[src/rtl/tem_pulse_gen_pkg.sv]
// tem_pulse_pkg: shared types and constants for the TEM-triggered pulse generator.
package tem_pulse_pkg;

    // Per-channel sequencing state.
    typedef enum logic [1:0] {
        IDLE  = 2'd0,
        DELAY = 2'd1,
        PULSE = 2'd2
    } ch_state_t;

    // Default K1 pulse width inherited from the single-channel generator.
    localparam int unsigned DEF_WIDTH = 4000;

endpackage

[src/rtl/tem_pulse_gen_if.sv]
// tem_pulse_gen_if: control, configuration and drive signals of tem_pulse_gen.
// The slave modport is the generator side; the master modport is the controller side.
interface tem_pulse_gen_if #(
    parameter int unsigned NUM_CH = 2,
    parameter int unsigned CNT_W  = 16,
    parameter int unsigned MISS_W = 8
);
    logic                       enable;
    logic                       tem;
    logic [NUM_CH*CNT_W-1:0]    delay_cfg;
    logic [NUM_CH*CNT_W-1:0]    width_cfg;
    logic [NUM_CH-1:0]          k_out;
    logic [NUM_CH-1:0]          busy;
    logic [NUM_CH-1:0]          done;
    logic [NUM_CH*MISS_W-1:0]   miss_cnt;

    modport slave (
        input  enable, tem, delay_cfg, width_cfg,
        output k_out, busy, done, miss_cnt
    );

    modport master (
        output enable, tem, delay_cfg, width_cfg,
        input  k_out, busy, done, miss_cnt
    );
endinterface

[src/rtl/tem_pulse_gen_ch.sv]
// tem_pulse_ch: one output channel -- delay/pulse sequencer, config latch and
// saturating missed-trigger counter.
module tem_pulse_ch
    import tem_pulse_pkg::*;
#(
    parameter int unsigned CNT_W  = 16,
    parameter int unsigned MISS_W = 8,
    parameter int unsigned RETRIG = 0
) (
    input  logic              clk,
    input  logic              rst,
    input  logic              enable,
    input  logic              trig,
    input  logic [CNT_W-1:0]  delay_cfg,
    input  logic [CNT_W-1:0]  width_cfg,
    output logic              k,
    output logic              busy,
    output logic              done,
    output logic [MISS_W-1:0] miss
);

    ch_state_t          state_q, state_d;
    logic [CNT_W-1:0]   cnt_q, cnt_d;
    logic [CNT_W-1:0]   w_q, w_d;
    logic               done_q, done_d;
    logic [MISS_W-1:0]  miss_q, miss_d;
    logic               accept;
    logic               miss_inc;

    // State, counter, latched width, done strobe and miss counter registers.
    always_ff @(posedge clk or posedge rst) begin
        if (rst) begin
            state_q <= IDLE;
            cnt_q   <= '0;
            w_q     <= '0;
            done_q  <= 1'b0;
            miss_q  <= '0;
        end else begin
            state_q <= state_d;
            cnt_q   <= cnt_d;
            w_q     <= w_d;
            done_q  <= done_d;
            miss_q  <= miss_d;
        end
    end

    // Next-state logic: normal phase progression first, then a trigger
    // acceptance overrides it (so a trigger on the last pulse cycle still
    // leaves done set from the completed pulse).
    always_comb begin
        state_d  = state_q;
        cnt_d    = cnt_q;
        w_d      = w_q;
        done_d   = 1'b0;
        miss_d   = miss_q;
        accept   = 1'b0;
        miss_inc = 1'b0;

        if (!enable) begin
            state_d = IDLE;
        end else begin
            case (state_q)
                IDLE: begin
                    accept = trig;
                end
                DELAY: begin
                    if (trig) begin
                        miss_inc = 1'b1;
                        accept   = (RETRIG != 0);
                    end
                    if (cnt_q <= CNT_W'(1)) begin
                        state_d = PULSE;
                        cnt_d   = w_q;
                    end else begin
                        cnt_d = cnt_q - CNT_W'(1);
                    end
                end
                PULSE: begin
                    if (cnt_q <= CNT_W'(1)) begin
                        state_d = IDLE;
                        done_d  = 1'b1;
                        accept  = trig;
                    end else begin
                        cnt_d = cnt_q - CNT_W'(1);
                        if (trig) begin
                            miss_inc = 1'b1;
                            accept   = (RETRIG != 0);
                        end
                    end
                end
                default: begin
                    state_d = IDLE;
                end
            endcase

            if (accept) begin
                w_d = width_cfg;
                if (width_cfg == '0) begin
                    state_d = IDLE;
                end else if (delay_cfg == '0) begin
                    state_d = PULSE;
                    cnt_d   = width_cfg;
                end else begin
                    state_d = DELAY;
                    cnt_d   = delay_cfg;
                end
            end

            if (miss_inc && (miss_q != '1)) begin
                miss_d = miss_q + MISS_W'(1);
            end
        end
    end

    assign k    = (state_q == PULSE);
    assign busy = (state_q != IDLE);
    assign done = done_q;
    assign miss = miss_q;

endmodule

[src/rtl/tem_pulse_gen.sv]
// tem_pulse_gen: TEM rising-edge detector driving NUM_CH independent
// delay/width pulse channels (K1 = ch0, K2 = ch1, ...).
// Build option TEM_SYNC_EN: adds a 2-flop synchronizer on tem (+2 cycles latency).
module tem_pulse_gen
    import tem_pulse_pkg::*;
#(
    parameter int unsigned NUM_CH = 2,
    parameter int unsigned CNT_W  = 16,
    parameter int unsigned RETRIG = 0,
    parameter int unsigned MISS_W = 8
) (
    input  logic            clk,
    input  logic            rst,
    tem_pulse_gen_if.slave  bus
);

    logic               tem_s;
    logic               tem_q;
    logic               trig;
    logic [NUM_CH-1:0]  k_vec;
    logic [NUM_CH-1:0]  busy_vec;
    logic [NUM_CH-1:0]  done_vec;
    logic [NUM_CH*MISS_W-1:0] miss_vec;

`ifdef TEM_SYNC_EN
    logic [1:0] sync_q;

    // Two-flop synchronizer for the asynchronous comparator output.
    always_ff @(posedge clk or posedge rst) begin
        if (rst) begin
            sync_q <= '0;
        end else begin
            sync_q <= {sync_q[0], bus.tem};
        end
    end

    assign tem_s = sync_q[1];
`else
    assign tem_s = bus.tem;
`endif

    // Rising-edge detect; tem_q tracks regardless of enable so a level held
    // across enable rising is not seen as an edge.
    always_ff @(posedge clk or posedge rst) begin
        if (rst) begin
            tem_q <= 1'b0;
            trig  <= 1'b0;
        end else begin
            tem_q <= tem_s;
            trig  <= tem_s & ~tem_q & bus.enable;
        end
    end

    for (genvar i = 0; i < NUM_CH; i++) begin : g_ch
        tem_pulse_ch #(
            .CNT_W  (CNT_W),
            .MISS_W (MISS_W),
            .RETRIG (RETRIG)
        ) u_ch (
            .clk       (clk),
            .rst       (rst),
            .enable    (bus.enable),
            .trig      (trig),
            .delay_cfg (bus.delay_cfg[i*CNT_W +: CNT_W]),
            .width_cfg (bus.width_cfg[i*CNT_W +: CNT_W]),
            .k         (k_vec[i]),
            .busy      (busy_vec[i]),
            .done      (done_vec[i]),
            .miss      (miss_vec[i*MISS_W +: MISS_W])
        );
    end

    assign bus.k_out    = k_vec;
    assign bus.busy     = busy_vec;
    assign bus.done     = done_vec;
    assign bus.miss_cnt = miss_vec;

endmodule

[src/flat_wrapper.sv]
// flat-port wrapper written by rule: the top's interface ports become plain ports
module tem_pulse_gen_flat import tem_pulse_pkg::*;
#(
    parameter int unsigned NUM_CH = 2,
    parameter int unsigned CNT_W  = 16,
    parameter int unsigned RETRIG = 0,
    parameter int unsigned MISS_W = 8
)
  (clk, rst, bus_enable, bus_tem, bus_delay_cfg, bus_width_cfg, bus_k_out, bus_busy, bus_done, bus_miss_cnt);
  tem_pulse_gen_if #(.NUM_CH(NUM_CH), .CNT_W(CNT_W), .MISS_W(MISS_W)) bus_i ();
  input  logic clk;
  input  logic rst;
  input wire logic [$bits(bus_i.enable)-1:0] bus_enable;
  input wire logic [$bits(bus_i.tem)-1:0] bus_tem;
  input wire logic [$bits(bus_i.delay_cfg)-1:0] bus_delay_cfg;
  input wire logic [$bits(bus_i.width_cfg)-1:0] bus_width_cfg;
  output wire logic [$bits(bus_i.k_out)-1:0] bus_k_out;
  output wire logic [$bits(bus_i.busy)-1:0] bus_busy;
  output wire logic [$bits(bus_i.done)-1:0] bus_done;
  output wire logic [$bits(bus_i.miss_cnt)-1:0] bus_miss_cnt;
  assign bus_i.enable = bus_enable;
  assign bus_i.tem = bus_tem;
  assign bus_i.delay_cfg = bus_delay_cfg;
  assign bus_i.width_cfg = bus_width_cfg;
  assign bus_k_out = bus_i.k_out;
  assign bus_busy = bus_i.busy;
  assign bus_done = bus_i.done;
  assign bus_miss_cnt = bus_i.miss_cnt;
  tem_pulse_gen #(.NUM_CH(NUM_CH), .CNT_W(CNT_W), .RETRIG(RETRIG), .MISS_W(MISS_W)) u_core (.clk(clk), .rst(rst), .bus(bus_i));
endmodule
[config.mk]
export PLATFORM = sky130hd
export DESIGN_NAME = tem_pulse_gen_flat
export DESIGN_NICKNAME = d
export VERILOG_FILES = /design/src/rtl/tem_pulse_gen_pkg.sv /design/src/rtl/tem_pulse_gen_if.sv /design/src/rtl/tem_pulse_gen_ch.sv /design/src/rtl/tem_pulse_gen.sv /design/src/flat_wrapper.sv
export SDC_FILE = /design/constraint.sdc
export NUM_CORES = 1
export LEC_CHECK = 0
export BUFFER_PORTS_ARGS = -buffer_cell sky130_fd_sc_hd__buf_2
export CAP_MARGIN = 5
export CORE_MARGIN = 2
export CORE_UTILIZATION = 56
export CTS_CLUSTER_SIZE = 14
export DETAILED_ROUTE_END_ITERATION = 8
export PLACE_DENSITY = 0.85
export SYNTH_ARGS = -nofsm -noshare
export SYNTH_HDL_FRONTEND = slang
export SYNTH_HIERARCHICAL = 1
export SYNTH_SLANG_ARGS = --single-unit
[constraint.sdc]
create_clock -name clk -period 3 [get_ports clk]
set_clock_uncertainty 0.1 [all_clocks]
set_input_delay 0.3 -clock clk [delete_from_list [all_inputs] [get_ports clk]]
set_output_delay 0.3 -clock clk [all_outputs]
set_load 0.01 [all_outputs]
==> results.sh, run 1 <==
export IMPL_vias=5679
export IMPL_cp_cell_sequence="inv_1 -> ha_1 -> nor2_1 -> or4_4 -> o41ai_4 -> buf_4 -> nand3_4 -> mux2_4"
export IMPL_avgSynthCellArea_um2=9.661
export IMPL_synth_main_ff_cell="dfrtp_1"
export IMPL_gp_congestion=1.058
export IMPL_path_class="flip-flop to flip-flop"
export IMPL_mostFrequentLayoutCells="89 x buf_2, 88 x dfrtp_1, 53 x a21oi_1"
export IMPL_synthCells=607
export IMPL_routedWlPerCell_um=20.95
export IMPL_syn2layout_area_growth_pct=14.08
export IMPL_clk_pin_slew_ps=90
export IMPL_ys_async_sr_fraction=1.000
export IMPL_tightest_slew_ps=884.7
export IMPL_yosysTopAreaCellShare=0.3755
export IMPL_grt_setup_unrepaired="false"
export IMPL_core_area_um2=10230
export IMPL_gr_usage_all_layers=0.3263
export IMPL_ant_nets=0
export IMPL_synth_enable_flop_cells=0
export IMPL_overflow=0
export IMPL_slowest_stage="dfrtp_1"
export IMPL_leakage_nw=2.973
export IMPL_drc=0
export IMPL_ys_warn_count=6
export IMPL_dieArea_um2=11310
export IMPL_cts_sink_count=88
export IMPL_synth_largest_area_cell="dfrtp_1"
export IMPL_n_antenna_cell=0
export IMPL_clock_power_share=0.198
export IMPL_cap_violations=0
export IMPL_grt_max_degree=26
export IMPL_slowest_delay_ps=470
export IMPL_drt_iter0_markers=604
export IMPL_p_sw_frac=0.3820
export IMPL_cts_max_level=3
export IMPL_chipWidth_um=106.3
export IMPL_p_per_area_nw_per_um2=560.9
export IMPL_finalInstanceArea_um2=6690
export IMPL_p_int_mw=2.319
export IMPL_status="finished clean"
export IMPL_crit_required_ps=3160
export IMPL_die_h_um=106.3
export IMPL_tritoncts="built"
export IMPL_seq_area_frac_synth=0.3755
export IMPL_syn_nets=689
export IMPL_holdWs_ps=79.64
export IMPL_min_period_ps=2819
export IMPL_first_global_vias=5530
export IMPL_yosysUniqueCellTypes=87
export IMPL_slew_headroom=0.4065
export IMPL_p_comb_frac=0.322
export IMPL_netlist_area_um2=5864
export IMPL_drive_gt1_frac=0.2771
export IMPL_end_kind="flip-flop"
export IMPL_finish_utilization=0.6539
export IMPL_synthTopCellsByArea="dfrtp_1 38%, mux2_4 5.1%, a21oi_1 4.6%"
export IMPL_switchingPower_mw=1.433
export IMPL_via_per_inst=6.705
export IMPL_dp_hpwl_um=13350
export IMPL_ir_worst_vdd_v=0.0003429
export IMPL_io_buffers=89
export IMPL_ctsRootBufferMaster="clkbuf_8"
export IMPL_clk_latency_ps=380
export IMPL_fin_crit_sh=0.9397
export IMPL_synth_seq_cells=88
export IMPL_num_io_pins=90
export IMPL_hold_class="primary input to flip-flop"
export IMPL_max_freq_ghz=0.3547
export IMPL_layout_commonest_cell="buf_2"
export IMPL_slew_violations=0
export IMPL_num_rows=37
export IMPL_num_nets_final=788
export IMPL_cts_inserted_buffers=9
export IMPL_arrival_ps=2980
export IMPL_setup_tns_ps=0
export IMPL_hold_violations=0
export IMPL_setup_violations=0
export IMPL_start_util=0.5732
export IMPL_post_cts_buffers=0
export IMPL_placed_area_um2=6490
export IMPL_sequentialPowerShare=0.480
export IMPL_crit_path_start_kind="flip-flop"
export IMPL_fin_total_pwr_mw=3.752
export IMPL_drt_wl_total_um=17750
export IMPL_antenna_found_initial=0
export IMPL_dr_pass1_iters=6
export IMPL_grt_pass1_wl_um=28720
export IMPL_ff2ff_setup_slack_ps=180
export IMPL_cp_max_fo=16
export IMPL_clockBufferDepth=2
## worst max-delay path, delay by kind of cell (launching register included)
| family | cells | cell delay, ps |
|---|---|---|
| adders and majority gates | 1 | 230 |
| buffers and inverters | 2 | 360 |
| and+or+nand+nor | 3 | 830 |
| muxes | 1 | 400 |
| AOI/OAI and AO/OA | 1 | 310 |
| DFF | 1 | 470 |
## layout make-up
type	count	area, um^2
clock buffer	11	131.4
multi-input combinational	463	3387
tap	136	170.2
fill	861	3541
timing repair buffer	118	668.1
clock inverter	5	33.78
inverter	26	97.59
sequential	88	2202
## path summary, 6_finish.rpt
check,from,end,cells past startpoint
worst min register to register,u_core/g_ch[0].u_ch/miss[7]$_DFFE_PP0P_,u_core/g_ch[0].u_ch/miss[7]$_DFFE_PP0P_,1
max in group asynchronous,rst,u_core/g_ch[1].u_ch/cnt_q[3]$_DFFE_PP0P_,4
min in group asynchronous,rst,u_core/trig$_DFF_PP0_,3
worst max-delay path,u_core/g_ch[1].u_ch/cnt_q[0]$_DFFE_PP0P_,u_core/g_ch[1].u_ch/w_q[6]$_DFFE_PP0P_,8
worst max register to register,u_core/g_ch[1].u_ch/cnt_q[0]$_DFFE_PP0P_,u_core/g_ch[1].u_ch/w_q[6]$_DFFE_PP0P_,8
worst min-delay path,bus_width_cfg[30],u_core/g_ch[1].u_ch/w_q[14]$_DFFE_PP0P_,2
## cell families after synthesis
logic type,Yosys count,share of synthesized area
and+or+nand+nor,208,0.2095
AOI/OAI and AO/OA,173,0.2044
DFF,88,0.3755
buffers and inverters,56,0.04950
muxes,43,0.09388
xor gates and xnor gates,25,0.03734
adders and majority gates,14,0.02987
## what timing repair did
action / 4_1_cts / 5_1_grt
hold endpoints to repair: 27 / 0
endpoints found under the setup margin: 0 / 2
gates resized for setup: 0 / 3
hold buffers: 2 / 0
## stage by stage
stage / std cells / worst slack [ps]
CTS: 847 / 161.9
global placement: 829 / 278.1
detailed placement: 829 / 181.6
global route: 847 / 71.18
finish: 847 / 180.8
floorplan: 607 / 392.1
## flip-flops by register name, indices dropped and copies added, names as in the netlist
signal,count
u_core/g_ch.u_ch/miss,16
u_core/g_ch.u_ch/cnt_q,32
u_core/tem_q,1
u_core/g_ch.u_ch/state_q,4
u_core/g_ch.u_ch/done,2
u_core/trig,1
u_core/g_ch.u_ch/w_q,32
## power groups by stage
stage | sequential, mW | combinational [mW] | clock [mW]
after global placement | 1.79 | 1.13 | 0
final | 1.80 | 1.21 | 0.743
after global routing | 1.83 | 1.31 | 0.808
after detailed placement | 1.80 | 1.17 | 0
after floorplan | 1.68 | 0.933 | 0
after CTS | 1.78 | 1.18 | 0.758
## cell usage after synthesis (13+ instances only)
cell,count
xnor2_1,20
o21ai_0,22
dfrtp_1,88
mux2_4,20
nand2_1,39
a21oi_1,54
clkbuf_1,13
nand3_1,19
nor3_1,21
nor2_1,34
nand4_1,13
mux2_2,16
inv_1,25
a211oi_1,16
nor4_1,28
ha_1,14
## routing by layer
layer  routed length, um  GRT usage  vias to the layer above
li1                    -          -                     2521
met1                6953     0.4192                     2682
met2                8330     0.5334                      410
met3                1831    0.06560                       66
met4                 630     0.1438                        0
met5                   0          0                        -
No activity file was read; power rests on OpenSTA's default activity.
==> run 2: changes to the inputs <==
--- a/config.mk
+++ b/config.mk
@@ -5,13 +5,14 @@
 export SDC_FILE = /design/constraint.sdc
 export NUM_CORES = 1
 export LEC_CHECK = 0
+export ABC_AREA = 1
 export BUFFER_PORTS_ARGS = -buffer_cell sky130_fd_sc_hd__buf_2
 export CAP_MARGIN = 5
 export CORE_MARGIN = 2
 export CORE_UTILIZATION = 56
 export CTS_CLUSTER_SIZE = 14
 export DETAILED_ROUTE_END_ITERATION = 8
-export PLACE_DENSITY = 0.85
+export PLACE_DENSITY = 0.84
 export SYNTH_ARGS = -nofsm -noshare
 export SYNTH_HDL_FRONTEND = slang
 export SYNTH_HIERARCHICAL = 1
==> results.sh, run 2 <==
export IMPL_slew_violations=0
export IMPL_min_period_ps=2522
export IMPL_synthTopCellsByArea="dfrtp_1 32%, nand2_1 21%, nor2_1 6.8%"
export IMPL_status="finished clean"
export IMPL_grt_max_degree=32
export IMPL_ys_async_sr_fraction=1.000
export IMPL_highest_layer="met4"
export IMPL_drive_gt1_frac=0.1565
export IMPL_post_synth_top_count_cell="nand2_1"
export IMPL_timing_rr_start="u_core/g_ch[0].u_ch/cnt_q[0]$_DFFE_PP0P_"
export IMPL_overflow=0
export IMPL_routedWlPerCell_um=14.70
export IMPL_yosysUniqueCellTypes=39
export IMPL_drc=0
export IMPL_synthCells=1081
export IMPL_crit_path_start_kind="flip-flop"
export IMPL_ff2ff_setup_slack_ps=480
export IMPL_synth_main_ff_cell="dfrtp_1"
export IMPL_grt_pass1_wl_um=32150
export IMPL_drt_wl_total_um=19260
export IMPL_vias=7172
export IMPL_r2r_end="u_core/g_ch[0].u_ch/state_q[0]$_DFFE_PP0P_"
export IMPL_seq_area_frac_synth=0.3184
export IMPL_ir_worst_vdd_v=0.0003732
export IMPL_netlist_area_um2=6915
export IMPL_switchingPower_mw=1.354
export IMPL_path_class="flip-flop to flip-flop"
export IMPL_synth_enable_flop_cells=0
export IMPL_fin_crit_sh=0.8408
export IMPL_whs_path_depth=3
export IMPL_clockBufferDepth=2
export IMPL_clock_power_share=0.291
export IMPL_dr_pass1_iters=6
export IMPL_antenna_found_initial=0
export IMPL_synth_common_cells="385 x nand2_1, 126 x nor2_1, 111 x inv_1, 93 x nand3_1, 88 x dfrtp_1"
export IMPL_leakage_nw=4.249
export IMPL_ys_warn_count=6
export IMPL_synth_largest_area_cell="dfrtp_1"
export IMPL_yosysTopAreaCellShare=0.3184
export IMPL_cts_sink_count=88
export IMPL_syn2layout_area_growth_pct=11.85
export IMPL_via_per_inst=5.475
export IMPL_multiInputGateArea_um2=4081
export IMPL_cts_inserted_buffers=9
export IMPL_num_rows=40
export IMPL_core_area_um2=12010
export IMPL_hold_class="primary input to flip-flop"
export IMPL_wl_met2_um=8590
export IMPL_n_antenna_cell=0
export IMPL_syn_nets=1163
export IMPL_ant_nets=0
export IMPL_cts_resized=0
export IMPL_ctsRootBufferMaster="clkbuf_16"
export IMPL_placed_area_um2=7443
export IMPL_avgSynthCellArea_um2=6.397
export IMPL_p_int_mw=2.316
export IMPL_io_buffers=89
export IMPL_end_kind="flip-flop"
export IMPL_drt_iter0_markers=733
export IMPL_setup_tns_ps=0
export IMPL_mostFrequentLayoutCells="385 x nand2_1, 126 x nor2_1, 109 x inv_1"
export IMPL_regArea_um2=2202
export IMPL_num_nets_final=1240
export IMPL_sequentialPowerShare=0.441
export IMPL_max_freq_ghz=0.3964
export IMPL_setup_violations=0
export IMPL_reg2reg_depth=10
export IMPL_finalInstanceArea_um2=7735
export IMPL_dieArea_um2=13250
export IMPL_dp_hpwl_um=14540
export IMPL_tritoncts="built"
export IMPL_start_util=0.5757
export IMPL_cap_violations=0
export IMPL_met1_length_um=8330
export IMPL_crit_required_ps=3190
export IMPL_met3_length_um=1889
export IMPL_die_h_um=115.1
export IMPL_min_from="bus_width_cfg[26]"
export IMPL_p_comb_frac=0.268
export IMPL_tightest_slew_ps=790.7
export IMPL_hold_violations=0
export IMPL_layout_commonest_cell="nand2_1"
export IMPL_grt_setup_unrepaired="false"
export IMPL_gp_congestion=0.9535
export IMPL_clk_latency_ps=360
export IMPL_clk_pin_slew_ps=80
export IMPL_slew_headroom=0.4696
export IMPL_first_global_vias=6475
export IMPL_p_per_area_nw_per_um2=474.5
export IMPL_whs_endpoint="u_core/g_ch[1].u_ch/w_q[10]$_DFFE_PP0P_"
export IMPL_cts_max_level=3
export IMPL_gr_usage_all_layers=0.3084
export IMPL_synth_seq_cells=88
export IMPL_cp_max_fo=28
export IMPL_num_io_pins=90
export IMPL_fillers=1112
export IMPL_chipWidth_um=115.1
export IMPL_p_sw_frac=0.3688
export IMPL_arrival_ps=2710
export IMPL_finish_utilization=0.6440
-- run 2: worst max-delay path, stage by stage, from the launching register on --
cell,delay [ps]
dfrtp_1,420
inv_1,90
ha_1,220
nand2_2,120
a21oi_4,390
nand3_4,170
nand2_2,120
nand2_2,80
nor2_4,460
nand3_1,130
o21ai_1,160
-- run 2: per-layer routing --
layer / vias to the layer above / track usage
li1: 3554 / -
met1: 3265 / 0.4312
met2: 308 / 0.4678
met3: 45 / 0.08013
met4: 0 / 0.1036
met5: - / 0
-- run 2: power by group through the flow --
stage                     clock network [mW]  registers [mW]  logic, mW
after floorplan                            0            1.56      0.725
after global placement                     0            1.62      0.946
after detailed placement                   0            1.62      0.969
after CTS                               1.10            1.61      0.974
after global routing                    1.14            1.64       1.12
final                                   1.07            1.62      0.983
-- run 2: layout make-up --
type / instances / share of cell area
Multi-Input combinational cell: 839 / 0.5277
Sequential cell: 88 / 0.2847
Timing Repair Buffer: 103 / 0.07182
Inverter: 117 / 0.05694
Clock buffer: 10 / 0.02960
Tap cell: 147 / 0.02378
Clock inverter: 6 / 0.005500
-- run 2: metrics by stage --
stage	std cells	setup WS, ps	hold slack (ps)	total power, mW
6_report	1310	477.6	68.29	3.670
5_1_grt	1310	249.9	90.03	3.908
4_1_cts	1310	493.1	56.15	3.680
3_3_place_gp	1292	631.5	82.65	2.567
3_5_place_dp	1292	505.8	83.45	2.594
2_1_floorplan	1081	986.3	-58.82	2.285
-- run 2: worst max path at each step --
stage,end,slack (ps),start,depth (start not counted)
6_report,u_core/g_ch[0].u_ch/state_q[0]$_DFFE_PP0P_,480,u_core/g_ch[0].u_ch/cnt_q[0]$_DFFE_PP0P_,10
4_1_cts,u_core/g_ch[0].u_ch/state_q[0]$_DFFE_PP0P_,490,u_core/g_ch[0].u_ch/cnt_q[0]$_DFFE_PP0P_,10
3_3_place_gp,u_core/g_ch[0].u_ch/state_q[0]$_DFFE_PP0P_,630,u_core/g_ch[0].u_ch/cnt_q[0]$_DFFE_PP0P_,10
5_1_grt,u_core/g_ch[0].u_ch/state_q[0]$_DFFE_PP0P_,250,u_core/g_ch[0].u_ch/cnt_q[0]$_DFFE_PP0P_,10
2_1_floorplan,u_core/g_ch[0].u_ch/miss[6]$_DFFE_PP0P_,990,u_core/g_ch[0].u_ch/state_q[0]$_DFFE_PP0P_,8
3_5_place_dp,u_core/g_ch[0].u_ch/state_q[0]$_DFFE_PP0P_,510,u_core/g_ch[0].u_ch/cnt_q[0]$_DFFE_PP0P_,10
-- run 2: repair_timing --
item	4_1_cts	5_1_grt
buffers inserted	0	0
endpoints found under the setup margin	0	0
hold buffers	2	0
hold endpoints to repair	35	0
-- run 2: logic make-up after synthesis --
group                      Yosys count  synth area share
DFF                                 88            0.3184
buffers and inverters              154           0.09137
AOI/OAI and AO/OA                  122            0.1006
xor gates and xnor gates            25           0.03166
adders and majority gates           14           0.02533
and+or+nand+nor                    678            0.4326
==> run 3: changes to the inputs <==
--- a/config.mk
+++ b/config.mk
@@ -9,7 +9,7 @@
 export BUFFER_PORTS_ARGS = -buffer_cell sky130_fd_sc_hd__buf_2
 export CAP_MARGIN = 5
 export CORE_MARGIN = 2
-export CORE_UTILIZATION = 56
+export CORE_UTILIZATION = 54
 export CTS_CLUSTER_SIZE = 14
 export DETAILED_ROUTE_END_ITERATION = 8
 export PLACE_DENSITY = 0.84
==> constraint.sdc (replaced) <==
create_clock -name clk -period 2.18 [get_ports clk]
set_clock_uncertainty 0.1 [all_clocks]
set_input_delay 0.218 -clock clk [delete_from_list [all_inputs] [get_ports clk]]
set_output_delay 0.218 -clock clk [all_outputs]
set_load 0.01 [all_outputs]
==> results.sh, run 3 (synthesis gave the netlist of run 2 again) <==
export IMPL_status="finished clean"
export IMPL_leakage_nw=4.554
export IMPL_path_common_cell="nand2_4"
export IMPL_cp_top_family="simple AND/OR/NAND/NOR gates"
export IMPL_ant_nets=0
export IMPL_chipWidth_um=117.2
export IMPL_tritoncts="built"
export IMPL_ctsRootBufferMaster="clkbuf_16"
export IMPL_clk_pin_slew_ps=60
export IMPL_layout_commonest_cell="nand2_1"
export IMPL_antenna_found_initial=0
export IMPL_path_class="flip-flop to flip-flop"
export IMPL_mostFrequentLayoutCells="384 x nand2_1, 124 x nor2_1, 107 x inv_1"
export IMPL_dr_pass1_iters=6
export IMPL_slew_violations=0
export IMPL_tightest_slew_ps=533.3
export IMPL_max_freq_ghz=0.4628
export IMPL_io_buffers=89
export IMPL_fillers=1072
export IMPL_core_area_um2=12570
export IMPL_via_per_inst=5.512
export IMPL_arrival_ps=2330
export IMPL_cts_sink_count=88
export IMPL_finalInstanceArea_um2=8332
export IMPL_slowest_delay_ps=410
export IMPL_slew_headroom=0.6436
export IMPL_fin_crit_sh=0.9911
export IMPL_p_sw_frac=0.3515
export IMPL_dp_hpwl_um=14880
export IMPL_fin_ws_ps=19.43
export IMPL_clock_power_share=0.298
export IMPL_setup_violations=0
export IMPL_syn2layout_area_growth_pct=20.48
export IMPL_cap_violations=0
export IMPL_drt_wl_total_um=20700
export IMPL_drc=0
export IMPL_crit_required_ps=2350
export IMPL_num_io_pins=90
export IMPL_switchingPower_mw=1.895
export IMPL_dieArea_um2=13730
export IMPL_p_per_area_nw_per_um2=646.9
export IMPL_routedWlPerCell_um=14.95
export IMPL_n_antenna_cell=0
export IMPL_grt_pass1_wl_um=31920
export IMPL_start_util=0.5502
export IMPL_critPathBufInv=2
export IMPL_die_h_um=117.2
export IMPL_placed_area_um2=7765
export IMPL_cts_inserted_buffers=9
export IMPL_p_comb_frac=0.301
export IMPL_ir_worst_vdd_v=0.0004196
export IMPL_crit_path_start_kind="flip-flop"
export IMPL_num_rows=41
export IMPL_cp_cell_sequence="inv_2 -> ha_4 -> nand2_4 -> a21oi_4 -> nand3_4 -> nand2_4 -> nand2_4 -> nor2_4 -> clkbuf_16 -> nand2_1 -> o21ai_0"
export IMPL_overflow=0
export IMPL_cts_max_level=3
export IMPL_p_int_mw=3.495
export IMPL_num_nets_final=1289
export IMPL_clockBufferDepth=2
export IMPL_first_global_vias=6591
export IMPL_pre_cts_ws_ps=56.35
export IMPL_hold_class="primary input to flip-flop"
export IMPL_slowest_stage="dfrtp_1"
export IMPL_grt_setup_unrepaired="true"
export IMPL_drive_gt1_frac=0.2005
export IMPL_gp_congestion=0.9469
export IMPL_end_kind="flip-flop"
export IMPL_gr_usage_all_layers=0.2974
export IMPL_cp_max_fo=6
export IMPL_clk_latency_ps=350
export IMPL_sequentialPowerShare=0.401
export IMPL_vias=7629
export IMPL_hold_violations=0
export IMPL_grt_max_degree=36
export IMPL_drt_iter0_markers=855
export IMPL_min_period_ps=2161
==> run 3: metal layers <==
| layer | wire length (um) | GRT usage | up-vias |
|---|---|---|---|
| li1 | - | - | 3657 |
| met1 | 8658 | 0.4349 | 3471 |
| met2 | 9247 | 0.4395 | 448 |
| met3 | 2166 | 0.05716 | 53 |
| met4 | 621 | 0.1075 | 0 |
| met5 | 0 | 0 | - |
==> run 3: final timing paths <==
path,from,to,slack [ps],cells past startpoint
max,u_core/g_ch[0].u_ch/cnt_q[1]$_DFFE_PP0P_,u_core/g_ch[0].u_ch/w_q[12]$_DFFE_PP0P_,20,11
min,bus_width_cfg[20],u_core/g_ch[1].u_ch/w_q[4]$_DFFE_PP0P_,20,3
max reg2reg,u_core/g_ch[0].u_ch/cnt_q[1]$_DFFE_PP0P_,u_core/g_ch[0].u_ch/w_q[12]$_DFFE_PP0P_,20,11
min reg2reg,u_core/tem_q$_DFF_PP0_,u_core/trig$_DFF_PP0_,330,1
max in group asynchronous,rst,u_core/g_ch[0].u_ch/cnt_q[2]$_DFFE_PP0P_,980,4
min in group asynchronous,rst,u_core/trig$_DFF_PP0_,200,3
==> run 3: repair_timing <==
action / CTS / global route
endpoints found under the hold margin: 19 / 0
endpoints found under the setup margin: 0 / 45
setup buffers: 0 / 9
resized for setup: 0 / 23
hold buffers: 2 / 0
==> run 3: area by class of cell <==
class,instances,area [um^2],area share
Clock buffer,13,260.3,0.03124
Clock inverter,3,47.55,0.005707
Inverter,117,444.2,0.05331
Multi-Input combinational cell,839,4151,0.4983
Sequential cell,88,2206,0.2648
Tap cell,172,215.2,0.02583
Timing Repair Buffer,152,1007,0.1209
==> run 3: power by group through the flow <==
stage | Combinational [mW] | Sequential [mW] | Clock, mW
finish | 1.62 | 2.16 | 1.61
global route | 1.81 | 2.19 | 1.70
CTS | 1.51 | 2.14 | 1.64
detailed placement | 1.49 | 2.17 | 0
global placement | 1.46 | 2.16 | 0
floorplan | 0.998 | 2.15 | 0
==> run 3: tightest hold or removal path, stage by stage <==
cell     delay, ps
buf_2          110
nand2_1         50
nand2_1         50
==> run 3: per-stage QoR <==
step | power, mW | setup TNS, ps | utilization | hold WS, ps | cells
final | 5.390 | 0 | 0.6629 | 16.32 | 1384
after global routing | 5.704 | -612.3 | 0.6629 | 26.15 | 1384
after global placement | 3.615 | 0 | 0.6178 | 0.7948 | 1354
after CTS | 5.294 | 0 | 0.6439 | 6.523 | 1372
after detailed placement | 3.661 | 0 | 0.6178 | 2.067 | 1354
after floorplan | 3.144 | 0 | - | -140.8 | 1081
